### src/rtl/cpec_pkg.sv
// cpec_pkg: shared constants, sizing helpers and group sideband type for the CPEC group packer.
package cpec_pkg;
    localparam logic [1:0] MODE_TC = 2'd3;
    localparam int BR_MIN = 3;

    function automatic int clog2(input int v);
        int r;
        r = 0;
        while ((1 << r) < v) r++;
        return r;
    endfunction

    function automatic int sz_w(input int j, input int n);
        return clog2(n * j + n + 1);
    endfunction

    typedef struct packed {
        logic [1:0] ecgidx;
        logic [3:0] bits_req;
        logic       skip;
        logic       slice_start;
    } side_t;
endpackage

### src/rtl/cpec_abs.sv
// cpec_abs: J-bit signed sample to J-bit magnitude; the most negative value wraps to its own pattern.
module cpec_abs #(
    parameter int J = 10
) (
    input  logic [J-1:0] s_i,
    output logic [J-1:0] mag_o
);
    assign mag_o = s_i[J-1] ? -s_i : s_i;
endmodule

### src/rtl/cpec_group_packer.sv
// cpec_group_packer: two-stage CPEC group encoder/packer with a saturating per-slice bit total.
// Define CPEC_SIGN_EN to append per-sample sign bits below the magnitudes in sign-magnitude mode.
module cpec_group_packer
    import cpec_pkg::*;
#(
    parameter int J = 10,
    parameter int N = 4,
    parameter int CNT_W = 16,
    localparam int SZ_W = sz_w(J, N),
`ifdef CPEC_SIGN_EN
    localparam int DW = N * J + N
`else
    localparam int DW = N * J
`endif
) (
    input  logic             clk,
    input  logic             rst,
    input  logic             in_valid,
    output logic             in_ready,
    input  logic [N*J-1:0]   samples,
    input  logic [1:0]       ecgidx,
    input  logic [3:0]       bits_req,
    input  logic             group_skip,
    input  logic             slice_start,
    output logic             out_valid,
    input  logic             out_ready,
    output logic [DW-1:0]    cpec_data,
    output logic [SZ_W-1:0]  cpec_size,
    output logic [CNT_W-1:0] bit_total,
    output logic             total_sat
);
    localparam int AW = (CNT_W > SZ_W ? CNT_W : SZ_W) + 1;

    logic             s1_v_q, s2_v_q, start_q, sat_q, sat_d;
    logic [N*J-1:0]   smp_q, mag_q, mag_w;
    side_t            side_q;
    logic [DW-1:0]    data_q, data_d;
    logic [SZ_W-1:0]  size_q, size_d;
    logic [CNT_W-1:0] total_q, total_d;
    logic [AW-1:0]    sum;
    logic [J-1:0]     mask, field;
    logic             s2_adv, acc, legal, tc, ovf;

    for (genvar i = 0; i < N; i++) begin : g_abs
        cpec_abs #(.J(J)) u_abs (.s_i(samples[i*J +: J]), .mag_o(mag_w[i*J +: J]));
    end

    assign s2_adv   = !s2_v_q || out_ready;
    assign in_ready = !s1_v_q || s2_adv;
    assign acc      = in_valid && in_ready;
    assign tc       = side_q.ecgidx == MODE_TC;
    assign legal    = !side_q.skip && int'(side_q.bits_req) >= BR_MIN && int'(side_q.bits_req) <= J;

    // Shift-OR pack: each field enters at the bottom, so sample 0 ends up most significant.
    always_comb begin
        mask = ~({J{1'b1}} << side_q.bits_req);
        data_d = '0;
        field = '0;
        for (int k = 0; k < N; k++) begin
            field = (tc ? smp_q[k*J +: J] : mag_q[k*J +: J]) & mask;
            data_d = (data_d << side_q.bits_req) | DW'(field);
        end
`ifdef CPEC_SIGN_EN
        for (int k = 0; k < N; k++) data_d = tc ? data_d : {data_d[DW-2:0], smp_q[k*J+J-1]};
        size_d = legal ? SZ_W'(int'(side_q.bits_req) * N + (tc ? 0 : N)) : '0;
`else
        size_d = legal ? SZ_W'(int'(side_q.bits_req) * N) : '0;
`endif
        data_d = legal ? data_d : '0;
    end

    // A slice_start group restarts the total from zero and clears the sticky flag.
    always_comb begin
        sum = (start_q ? '0 : AW'(total_q)) + AW'(size_q);
        ovf = sum > AW'({CNT_W{1'b1}});
        total_d = ovf ? '1 : CNT_W'(sum);
        sat_d = (!start_q && sat_q) || ovf;
    end

    always_ff @(posedge clk or posedge rst) begin
        if (rst) begin
            s1_v_q  <= 1'b0;
            smp_q   <= '0;
            mag_q   <= '0;
            side_q  <= '0;
            s2_v_q  <= 1'b0;
            data_q  <= '0;
            size_q  <= '0;
            start_q <= 1'b0;
            total_q <= '0;
            sat_q   <= 1'b0;
        end else begin
            if (acc) begin
                smp_q  <= samples;
                mag_q  <= mag_w;
                side_q <= '{ecgidx, bits_req, group_skip, slice_start};
            end
            s1_v_q <= acc || (s1_v_q && !s2_adv);
            if (s2_adv) begin
                s2_v_q <= s1_v_q;
                if (s1_v_q) begin
                    data_q  <= data_d;
                    size_q  <= size_d;
                    start_q <= side_q.slice_start;
                end
            end
            if (s2_v_q && out_ready) begin
                total_q <= total_d;
                sat_q   <= sat_d;
            end
        end
    end

    assign out_valid = s2_v_q;
    assign cpec_data = data_q;
    assign cpec_size = size_q;
    assign bit_total = total_q;
    assign total_sat = sat_q;
endmodule
### config.mk
export PLATFORM = sky130hd
export DESIGN_NAME = cpec_group_packer
export DESIGN_NICKNAME = d
export VERILOG_FILES = /design/src/rtl/cpec_pkg.sv /design/src/rtl/cpec_abs.sv /design/src/rtl/cpec_group_packer.sv
export SDC_FILE = /design/constraint.sdc
export NUM_CORES = 1
export LEC_CHECK = 0
export CAP_MARGIN = 20
export CELL_PAD_IN_SITES_DETAIL_PLACEMENT = 1
export CELL_PAD_IN_SITES_GLOBAL_PLACEMENT = 1
export CORE_AREA = 2 2 164 166
export DETAILED_ROUTE_END_ITERATION = 8
export DIE_AREA = 0 0 166 168
export PLACE_DENSITY = 0.85
export SLEW_MARGIN = 20
export SYNTH_ARGS = -nofsm -noshare
export SYNTH_HDL_FRONTEND = slang
export SYNTH_SLANG_ARGS = --single-unit
### constraint.sdc
create_clock -name clk -period 6.1 [get_ports clk]
set_input_delay 0.61 -clock clk [delete_from_list [all_inputs] [get_ports clk]]
set_output_delay 0.61 -clock clk [all_outputs]
set_load 0.005 [all_outputs]
* Word level (Yosys, flattened, before mapping) *
Index checks and enable logic that the tools add are counted.

storage, ports and cells
  register bits after elaboration = 154
  bits in latches = 0
  RAM bits = 0
  memory bits (read-only) = 0
  input port bits = 52
  output and inout port bits = 65
  word-level logic and storage cells = 64
  memories = 0

cells by class
  $add $sub $neg = 5
  $mul = 0
  divide/modulo/power cells = 0
  magnitude comparators = 3
  equality and inequality tests = 1
  shift operators = 5
  multiplexer cells = 12
  bitwise logic cells = 9
  reductions and logical operators = 16

operators by type and width
  kind                   count
  $or 40x10->40          4
  $shl 40x4->40          3
  $mux 10                8
  $and 10x10->10         4
  $mux 40                1
  $neg 10->10            4
  $shl 1x4->40 const A   1
  $mux 16                2
  $add 16x6->17          1
  $gt 17x16->1 const B   1
  $not 10->10            1
  $shl 10x4->10 const A  1
  $logic_and 1x1->1      6
  $mux 6                 1
  $logic_not 1->1        5
  $ge 4x2->1 const B     1
  $le 4x4->1 const B     1
  $logic_or 1x1->1       4
  $eq 2x2->1 const B     1
  $reduce_and 2->1       1

* Depth between registers and ports, before layout *
  depth after elaboration = 11
  gate-level depth with buffers = 14
  gate-level depth less buffers = 11

* Hierarchy *
Synthesis repeated with hierarchy kept, for this count alone.

unflattened totals
  cell total of the unflattened synthesis = 1161
  area, all modules = 10566.4 µm²

modules (own cells, without submodules)
  module             instances  cells an instance  area each (µm²)  seq. area each (µm²)
  cpec_group_packer  1          1057               9805.7           3803.6
  cpec_abs           4          26                 190.2            0.0

* Least setup slack after synthesis *
No wires, ideal clock.

  path type = register -> register
  start = register start_q
  end = register total_q[12] (netlist: bit_total[12])
  arrival = 2.918 ns
  data required time = 5.957 ns
  slack = 3.039 ns
  cell stages (with the launch flop) = 15
  buffers on the path = 3
  period minus slack after synthesis = 3.061 ns
  path through = dfrtp_1 -> clkbuf_1 -> clkbuf_1 -> nor2b_1 -> ha_1 -> fa_1 -> a21o_1 -> a21oi_1 -> nor2b_1 -> nor2b_1 -> and3_1 -> nor2b_1 -> clkbuf_1 -> nand2_1 -> o221ai_1

on the way
  cells in the longest elaborated chain, start to end = 4

RTL lines
  element                 RTL line                  source
  from (decl)             cpec_group_packer.sv:34   logic s1_v_q, s2_v_q, start_q, sat_q, sat_d;
  from (signal assigned)  cpec_group_packer.sv:104  start_q <= side_q.slice_start;
  $mux 16 (*)             cpec_group_packer.sv:74   sum = (start_q ? '0 : AW'(total_q)) + AW'(size_q);
  $add 16x6->17 (*)       cpec_group_packer.sv:74
  $gt 17x16->1            cpec_group_packer.sv:75   ovf = sum > AW'({CNT_W{1'b1}});
  $mux 16 (*)             cpec_group_packer.sv:76   total_d = ovf ? '1 : CNT_W'(sum);
  to (signal assigned)    cpec_group_packer.sv:108  total_q <= total_d;
  to (decl)               cpec_group_packer.sv:39   logic [CNT_W-1:0] total_q, total_d;

Mark *: on every way between the ends. The rest lies on a longest branch, timed or not.
A chain may end at the register's enable or synchronous reset.

* Worst setup path in the final report *
  start = register side_q[2] (netlist bit)
  end = register data_q[15] (netlist: cpec_data[15])

on the way
  cells in the longest elaborated chain, start to end = 11

RTL lines
  element                 RTL line                  source
  from (decl)             cpec_group_packer.sv:36   side_t side_q;
  from (signal assigned)  cpec_group_packer.sv:96   side_q <= '{ecgidx, bits_req, group_skip, slice_start};
  $shl 10x4->10           cpec_group_packer.sv:56   mask = ~({J{1'b1}} << side_q.bits_req);
  $not 10->10             cpec_group_packer.sv:56
  $and 10x10->10          cpec_group_packer.sv:60   field = (tc ? smp_q[k*J +: J] : mag_q[k*J +: J]) & mask;
  $or 40x10->40           cpec_group_packer.sv:61   data_d = (data_d << side_q.bits_req) | DW'(field);
  $shl 40x4->40           cpec_group_packer.sv:61
  $or 40x10->40           cpec_group_packer.sv:61
  $shl 40x4->40           cpec_group_packer.sv:61
  $or 40x10->40           cpec_group_packer.sv:61
  $shl 40x4->40           cpec_group_packer.sv:61
  $or 40x10->40           cpec_group_packer.sv:61
  $mux 40 (*)             cpec_group_packer.sv:69   data_d = legal ? data_d : '0;
  to (signal assigned)    cpec_group_packer.sv:102  data_q <= data_d;
  to (decl)               cpec_group_packer.sv:37   logic [DW-1:0] data_q, data_d;

Marks and branches as above.

==> impl_results.md <==
* Wire per inst at 25.41 µm
* Nets at 1321
* PortBufs at 114
* Status: completed
* Post-CTS Repair Setup Buffers at 0
* Post-route ant nets at 0
* Critical Path End Type: flip-flop
* Dpl ws at 2.104 ns
* Gpl congestion at 1.041
* First-pass GRT wire length at 64170 µm
* Crit path launch type: flip-flop
* Leakage at 4.983 nW
* Vias in the first global route at 10560
* DRC viols at 0
* Setup violations, final at 0
* Initial core utilization at 0.3929
* WP data required at between 6 and 7 ns
* Number of synthesized register bits at 148
* Vias at ~10000
* Pwr dens at 318.8 nW/µm²
* Mean post-synth cell area at 8.670 µm²
* Core Region at 26350 µm²
* H-Tree Depth at 4
* Critical path class: flip-flop to flip-flop
* Pin count of the biggest net entering global routing at 95
* Synth warn at 0
* HP Class: flip-flop to flip-flop
* Initial antenna violation count at 0
* Reg2reg path depth at 8
* Post-CTS Resized at 0
* Hpwl dp at ~30000 µm
* Mapped Area at 10350 µm²
* Row count at 60
* Fraction of the mapped netlist area in adder cells at 0.01160
* Final Cycle Share at 0.6922
* Post-Synth XOR/XNOR Area at 0.02538
* Die Y at approximately 170 µm
* Simple-Gate Fraction of Synth Area at 0.1906
* RSZ-0062 raised after global routing: false
* Maximum clock insertion buffer count at 2
* Synth top area cells: dfrtp_1, nand2_1, mux2_2
* Mux cell area share after synthesis at 0.08956
* Max-cap violations at 0
* Share of layout cells above drive strength 1 at 0.1186
* Synth-to-Final Area Change at 18.23%
* Largest stage delay on the critical path at roughly 0.84 ns
* Clk_lat worst skew at 0.45 ns
* Hold Fails Final Rpt at 0
* Register area share after synthesis at 0.3577
* Total GRT Usage at 0.2927
* Die Wd at 166 µm
* Main combinational cell family by area after synthesis: compound AO/OA/AOI/OAI gates
* Drt total wl at just over 40000 µm
* Setup Total Neg Slack at 0 ns
* Worst R2R Setup Slack at around 1.9 ns
* Synth area leader: dfrtp_1
* CTS Hold Bufs at 0
* Synth Flop Type: dfrtp_1
* Top post-synthesis cells by count: nand2_1, dfrtp_1, o21ai_0
* Antenna Cells at 0
* Post-route setup slack at 1.878 ns
* CP arrival at 4.56 ns
* Fillers at 3040
* Post-Synthesis Cells at 1194
* CP max-delay cell: dfrtp_2
* Ys async rst share at 1.000
* Unique masters post-synth at 94
* Number of cells on the critical path at 8
* Compound-Gate Fraction of Synth Area at 0.2696
* Clk slew on worst S/H paths at about 0.08 ns
* Vias/cell at between 6 and 7
* Min Tclk post-route at 4.222 ns
* EDFF count, synth at 0
* Worst vdd ir at 0.0001413 V
* Cell mode on critical path: nor2_1
* Count leader, synth: nand2_1
* CP top delay family: buffers and inverters
* CTS root buf: clkbuf_16
* Die area at 27890 µm²
* CTS Sinks at 148
* # IOs at 117
* Iter 0 DRT Violations at 1120
* Actual slew at the worst max-slew pin at between 1 and 1.5 ns
* Grt ovf at 0
* Worst path bufs/invs at 2
* Critical-path cell list: clkinv_1 > nor2_1 > nor2_1 > o21ai_0 > buf_4 > nor2_2 > and2_1 > a221o_1
* Hold_ws at 0.4846 ns
* Area fraction of the dominant cell type after synthesis at 0.3577
* Clk_skew at 0.01498 ns
* Total power at just under 4 mW
* Relative slew slack at 0.3188
* Hold depth at 2
* CTS tree: built
* Drt first pass iters at 5
* Max-slew violation count at 0
* Total CTS buffers at 17
* Critical Path Fanout Max at 37
* FMAX at about 240 MHz
## final timing paths
check,startpoint,endpoint
worst max-delay path,side_q[2],cpec_data[15]
worst min-delay path,total_sat,total_sat
worst max register to register,side_q[2],cpec_data[15]
worst min register to register,total_sat,total_sat
max in group asynchronous,rst,side_q[2]
min in group asynchronous,rst,cpec_data[28]
## cells by family (layout without fill, tap and decap cells)
logic type                 Yosys count  count (layout)
buffers and inverters              110             188
other                                1               2
AOI/OAI and AO/OA                  395             395
and+or+nand+nor                    419             419
xor gates and xnor gates            30              30
muxes                               82              82
DFF                                148             148
adders and majority gates            9               9
## cell type report
type                       count  area (µm²)  area share
clock buffer                  17       425.4     0.03476
clock inverter                15       187.7     0.01533
inverter                      16       65.06    0.005316
multi-input combinational    937        6090      0.4975
sequential                   148        3709      0.3030
tap                          341       426.7     0.03486
timing repair buffer         140        1336      0.1092
## sequential cells by signal, indices dropped and copies added (netlist names)
register,cells
cpec_data,40
cpec_size,4
mag_q,36
smp_q,40
start_q,1
side_q,8
bit_total,16
s1_v_q,1
total_sat,1
out_valid,1
## layer usage
metal / vias to the layer above / wire [µm] / global-route usage
met4: 0 / 1081 / 0.09716
li1: 4563 / - / -
met1: 5168 / 18170 / 0.3984
met5: - / 0 / 0
met3: 84 / 2940 / 0.06159
met2: 496 / 18820 / 0.4658
## report_power, final
group	total [mW]	leakage (nW)	internal (mW)	switching [mW]
Combinational	1.50	2.81	0.555	0.944
Clock	1.14	0.297	0.624	0.514
Sequential	1.27	1.88	1.12	0.149
## worst min-delay path: cells and delay by family, from the launching register on
family	cells	cell delay [ns]
AND/OR/NAND/NOR	2	0.10
flip-flops	1	0.35
## metrics by stage
stage,std cells,instance area (µm²),util
after floorplan,1195,10360,-
after global placement,1582,11630,0.4412
after detailed placement,1582,11630,0.4412
after CTS,1614,12240,0.4645
after global routing,1614,12240,0.4645
final,1614,12240,0.4645
## layout by cell type, fill, tap and decap left out, drive strengths merged, types with 9 or more instances in the layout
master         Yosys  final
nand2            181    181
dfrtp            148    148
clkdlybuf4s50      0    114
o21ai            109    109
nor2              77     77
a21oi             53     53
mux2              45     45
nand3             34     34
mux2i             33     33
buf               52     26
xor2              25     25
o211ai            24     24
inv               16     23
and3              22     22
nor2b             20     20
nor3              19     19
a211oi            19     19
or3               18     18
clkbuf            42     17
a31oi             15     15
a21o              13     13
o221ai            13     13
a221o             12     12
o31ai             12     12
o22ai             11     11
o21a              10     10
a21boi            10     10
nor4               9      9
(Power assumes the default switching activity.)
